==> config.mk <==
export PLATFORM = sky130hd
export DESIGN_NAME = serial_adder
export DESIGN_NICKNAME = d
export VERILOG_FILES = /design/src/rtl/serial_adder_pkg.sv /design/src/rtl/serial_adder_digit.sv /design/src/rtl/serial_adder.sv
export SDC_FILE = /design/constraint.sdc
export NUM_CORES = 1
export LEC_CHECK = 0
export CORE_ASPECT_RATIO = 0.8
export CORE_MARGIN = 4
export CORE_UTILIZATION = 54
export CTS_BUF_LIST = sky130_fd_sc_hd__clkbuf_8
export CTS_CLUSTER_SIZE = 14
export DETAILED_ROUTE_END_ITERATION = 8
export PLACE_DENSITY_LB_ADDON = 0.08
export SLEW_MARGIN = 5
export SYNTH_ARGS = -nofsm -noshare
export SYNTH_HDL_FRONTEND = slang
export SYNTH_SLANG_ARGS = --single-unit
==> constraint.sdc <==
create_clock -name clk -period 2.45 [get_ports clk]
set_input_delay 0.3675 -clock clk [delete_from_list [all_inputs] [get_ports clk]]
set_output_delay 0.3675 -clock clk [all_outputs]
set_load 0.1 [all_outputs]
==> src/rtl/serial_adder_pkg.sv <==
// Shared definitions for the multi-cycle arithmetic blocks: FSM state
// encodings and a ceiling-log2 helper usable in parameter expressions.
package serial_adder_pkg;

  typedef enum logic [1:0] {
    IDLE = 2'd0,
    RUN  = 2'd1,
    DONE = 2'd2
  } state_t;

  // Smallest r such that 2**r >= n; returns 0 for n <= 1.
  function automatic int clog2(input int n);
    int r;
    r = 0;
    while ((1 << r) < n) r++;
    return r;
  endfunction

endpackage

==> src/rtl/serial_adder_digit.sv <==
// Combinational DIGIT-bit adder slice: sum, carry-out and the carry that
// enters the top bit of the digit (needed for signed overflow detection).
module digit_adder #(
  parameter int DIGIT = 4
) (
  input  logic [DIGIT-1:0] x,
  input  logic [DIGIT-1:0] y,
  input  logic             ci,
  output logic [DIGIT-1:0] s,
  output logic             co,
  output logic             c_msb
);

  logic [DIGIT:0] total;

  // One DIGIT+1 bit add covers the full-adder chain; the top bit is the carry.
  always_comb begin
    total = {1'b0, x} + {1'b0, y} + {{DIGIT{1'b0}}, ci};
    s     = total[DIGIT-1:0];
    co    = total[DIGIT];
    // The top sum bit is x^y^carry_in at that bit, so the carry in is recoverable.
    c_msb = total[DIGIT-1] ^ x[DIGIT-1] ^ y[DIGIT-1];
  end

endmodule

==> src/rtl/serial_adder.sv <==
// Digit-serial adder: adds two WIDTH-bit operands plus carry-in DIGIT bits per
// clock, chaining digits through one carry flip-flop. Results are held from
// the completion edge until the next completion.
module serial_adder
  import serial_adder_pkg::*;
#(
  parameter int WIDTH = 16,
  parameter int DIGIT = 4
) (
  input  logic             clk,
  input  logic             rst_n,
  input  logic             start,
  input  logic [WIDTH-1:0] a,
  input  logic [WIDTH-1:0] b,
  input  logic             c_in,
  output logic             busy,
  output logic             done,
  output logic [WIDTH-1:0] sum,
  output logic             c_out,
  output logic             ovf
);

  localparam int NDIG = WIDTH / DIGIT;
  localparam int CW   = clog2(NDIG) + 1;
  localparam logic [CW-1:0] LAST = CW'(NDIG - 1);

  state_t           state;
  state_t           next_state;
  logic [WIDTH-1:0] a_sh;
  logic [WIDTH-1:0] b_sh;
  logic [WIDTH-1:0] acc;
  logic [WIDTH-1:0] acc_next;
  logic             carry;
  logic [CW-1:0]    cnt;
  logic             accept;
  logic             last;
  logic [DIGIT-1:0] d_sum;
  logic             d_co;
  logic             d_msb;

  digit_adder #(.DIGIT(DIGIT)) u_digit (
    .x     (a_sh[DIGIT-1:0]),
    .y     (b_sh[DIGIT-1:0]),
    .ci    (carry),
    .s     (d_sum),
    .co    (d_co),
    .c_msb (d_msb)
  );

  // Start is only honoured when the previous operation has finished.
  assign accept = start && ((state == IDLE) || (state == DONE));
  assign last   = (state == RUN) && (cnt == LAST);
  assign busy   = (state == RUN);
  assign done   = (state == DONE);

  // New digit enters at the MSB end; after NDIG shifts acc holds the full sum.
  assign acc_next = WIDTH'({d_sum, acc} >> DIGIT);

  // State register.
  always_ff @(posedge clk or negedge rst_n) begin
    if (!rst_n) state <= IDLE;
    else        state <= next_state;
  end

  // Next-state logic: DONE lasts one cycle unless a new start chains straight on.
  always_comb begin
    next_state = state;
    case (state)
      IDLE:    if (start) next_state = RUN;
      RUN:     if (cnt == LAST) next_state = DONE;
      DONE:    next_state = start ? RUN : IDLE;
      default: next_state = IDLE;
    endcase
  end

  // Operand capture, per-digit accumulation and result registering on the last digit.
  always_ff @(posedge clk or negedge rst_n) begin
    if (!rst_n) begin
      a_sh  <= '0;
      b_sh  <= '0;
      acc   <= '0;
      carry <= 1'b0;
      cnt   <= '0;
      sum   <= '0;
      c_out <= 1'b0;
      ovf   <= 1'b0;
    end else if (accept) begin
      a_sh  <= a;
      b_sh  <= b;
      carry <= c_in;
      cnt   <= '0;
    end else if (state == RUN) begin
      a_sh  <= a_sh >> DIGIT;
      b_sh  <= b_sh >> DIGIT;
      carry <= d_co;
      cnt   <= cnt + CW'(1);
      acc   <= acc_next;
      if (last) begin
        sum   <= acc_next;
        c_out <= d_co;
        ovf   <= d_msb ^ d_co;
      end
    end
  end

endmodule
==> flow_summary.ini <==
[clocking]
holdBufCountCts = 0
htree_levels = 3
cts-resized-gates = 0
cts_buffers = 9
insertion_delay_ns = 0.34
cts_tree = yes
cts.path.max_buffers = 2
clkTransAtPathRegs_ns = 0.07
cts-root-buf = clkbuf_8
clock-sinks = 68
cts_setup_buffers = 0

[grt]
grt_usage_pct = 19.6
grt_pass1_vias = 2081
overflow = 0
antenna_found_initial = 0
grt_pass1_wl_microns = 10100
grt_max_degree = 43

[timing]
period_share_pct = 83.4
finalMaxSlewViolations = 0
setup_viol = 0
skew_ns = 0.00654
slew_headroom_pct = 58.1
layout_min_cycle_time_ns = 2.04
max_freq_mhz = 490
worst_pin_slew_ns = 0.629
tns_ns = 0
hold_viol_final = 0
rsz0062_at_grt = no

[floorplan]
start_util_pct = 57.3
fp.dieW_microns = 90.6
die_area_sq_um = 6720
die_h_microns = 74.1
coreArea_sq_um = 5150
rows = 23
io_pins = 56

[critical_path]
slowest_stage = fa_1
arrival_ns = 2.26
path_cells = fa_1 > inv_1 > fa_1 > nand2b_1 > a21oi_1 > xnor2_1 > xnor2_1 > o21ai_1
worstPathRequired_ns = 2.67
r2r_slack_ns = 0.41
worstSetupPathType = register to register
r2r_start = a_sh[0]
r2r_end = ovf
rr_worst_depth = 8
startpoint_type = register
path_max_fanout = 3
slowest_delay_ns = 0.40
end_kind = register

[synthesis]
synth.distinct_cells = 31
synth_edf_count = 0
syn_avg_cell_area_sq_um = 10.6
ys.warnings.count = 0
synthCells = 277
synth_seq_cells = 68
netlist_top_cells_count = nand2_1 (88), dfrtp_1 (68), nor2_1 (15), a31oi_1 (12), mux2_4 (11)
synthFlopType = dfrtp_1
synth_fp_nets = 320
synth_most_common_cell = nand2_1
synth_top_area_share_pct = 57.7
yosysSeqAreaShare_pct = 57.7
synth_top_area_cell = dfrtp_1
synth_area_leaders = dfrtp_1 (58%), nand2_1 (11%), mux2_4 (5.6%)
synth-async-reset-ratio_pct = 100
syn_area_sq_um = 2950

[drt]
route.detailed.drc = 0
drt_iter0_markers = 112
drt_pass1_iterations = 4
drtAntennaViolNets = 0
wl_microns = 6080
routedWlPerCell_microns = 15.2
vias = 2154
vias_per_cell = 5.40

[final_layout]
num-nets-final = 375
area_growth_pct = 25.4
final_cell_area_sq_um = 3700
diodes = 0
fin_cells = 399
final_layout_size_suffix_gt1_share_pct = 18.4

[place]
place.gp.congestion = 0.869
post_dp_cell_area_sq_um = 3490
io_buffers = 55
place_hpwl_microns = 4100
dp_cells = 383

[status]
status = complete, no violations

[hold_path]
worstHoldPathType = input pin to async pin

[flow_run]
maxCapViolations = 0
## flip-flops by register name (all words and copies together), names as in the netlist
name,flops
sum,16
acc,12
ovf,1
a_sh,16
cnt,3
carry,1
state,2
b_sh,16
c_out,1
## cells in the final DEF (no fill, tap or decap)
cell / instances
clkinv_4: 1
buf_4: 24
xor2_2: 1
fa_1: 2
clkdlybuf4s50_1: 34
o21ai_1: 1
clkinv_2: 2
buf_2: 1
bufinv_16: 1
nand2_4: 1
xnor2_1: 2
o22ai_1: 1
nand2b_1: 3
nand2_1: 88
a221o_1: 2
a21o_1: 1
a22oi_1: 10
clkbuf_8: 11
a22o_1: 5
nor2_1: 15
inv_1: 6
nor2b_1: 1
nor3_1: 3
mux2_2: 3
a21oi_2: 1
clkinvlp_4: 1
nor2b_2: 1
ha_1: 5
xor2_1: 2
nor2_4: 1
buf_12: 2
a31oi_1: 12
a21oi_1: 5
mux2_4: 11
o21ai_0: 9
dfrtp_1: 68
## routing by layer
| layer | vias up | GRT usage, % | part of all wire (%) |
|---|---|---|---|
| li1 | 1029 | - | - |
| met1 | 1060 | 26.5 | 46 |
| met2 | 58 | 30.0 | 46 |
| met3 | 7 | 7.48 | 6.9 |
| met4 | 0 | 6.11 | 0.82 |
| met5 | - | 0 | 0 |
## per-stage QoR
stage          utilization [%]  hold WS (ns)  setup slack, ns
3_5_place_dp              67.8         0.418            0.426
3_3_place_gp              67.8         0.420            0.585
6_report                  71.8        0.0407            0.407
4_1_cts                   71.8        0.0527            0.377
2_1_floorplan                -        0.0719            0.356
5_1_grt                   71.8        0.0802            0.263
## cells by family (layout without fill, tap and decap cells)
family,count (synthesis),after routing,share of synthesized area (%)
XOR/XNOR,5,5,1.74
multiplexers,14,14,6.75
adder cells (fa/ha/maj),7,7,3.48
buffers and inverters,23,83,4.33
AND/OR/NAND/NOR,113,113,15.4
flip-flops,68,68,57.7
AO/OA/AOI/OAI,47,47,10.6
## worst max-delay path, delay by kind of cell (launching register included)
family / cells / cell delay [ns]
flip-flops: 1 / 0.38
AO/OA/AOI/OAI: 2 / 0.34
buffers and inverters: 1 / 0.07
AND/OR/NAND/NOR: 1 / 0.16
XOR/XNOR: 2 / 0.36
adder cells (fa/ha/maj): 2 / 0.62
## layout make-up
type,instances,area (sq um)
flip-flops and latches,68,1700
well taps,62,77.6
clock inverters,5,51.3
multi-input cells,186,1120
inverters,6,27.5
clock buffers,11,151
fillers,401,1450
repair buffers,61,566
## how the worst max path moves through the flow
stage,cells past startpoint,end,start,slack (ns)
floorplan,1,done,state[0],0.36
global placement,8,ovf,a_sh[0],0.58
detailed placement,8,ovf,a_sh[0],0.43
CTS,8,ovf,a_sh[0],0.38
global route,8,ovf,a_sh[0],0.26
finish,8,ovf,a_sh[0],0.41
Power is not shown: default switching activity piles up to over one toggle a cycle in this logic, so the estimate is an artifact.
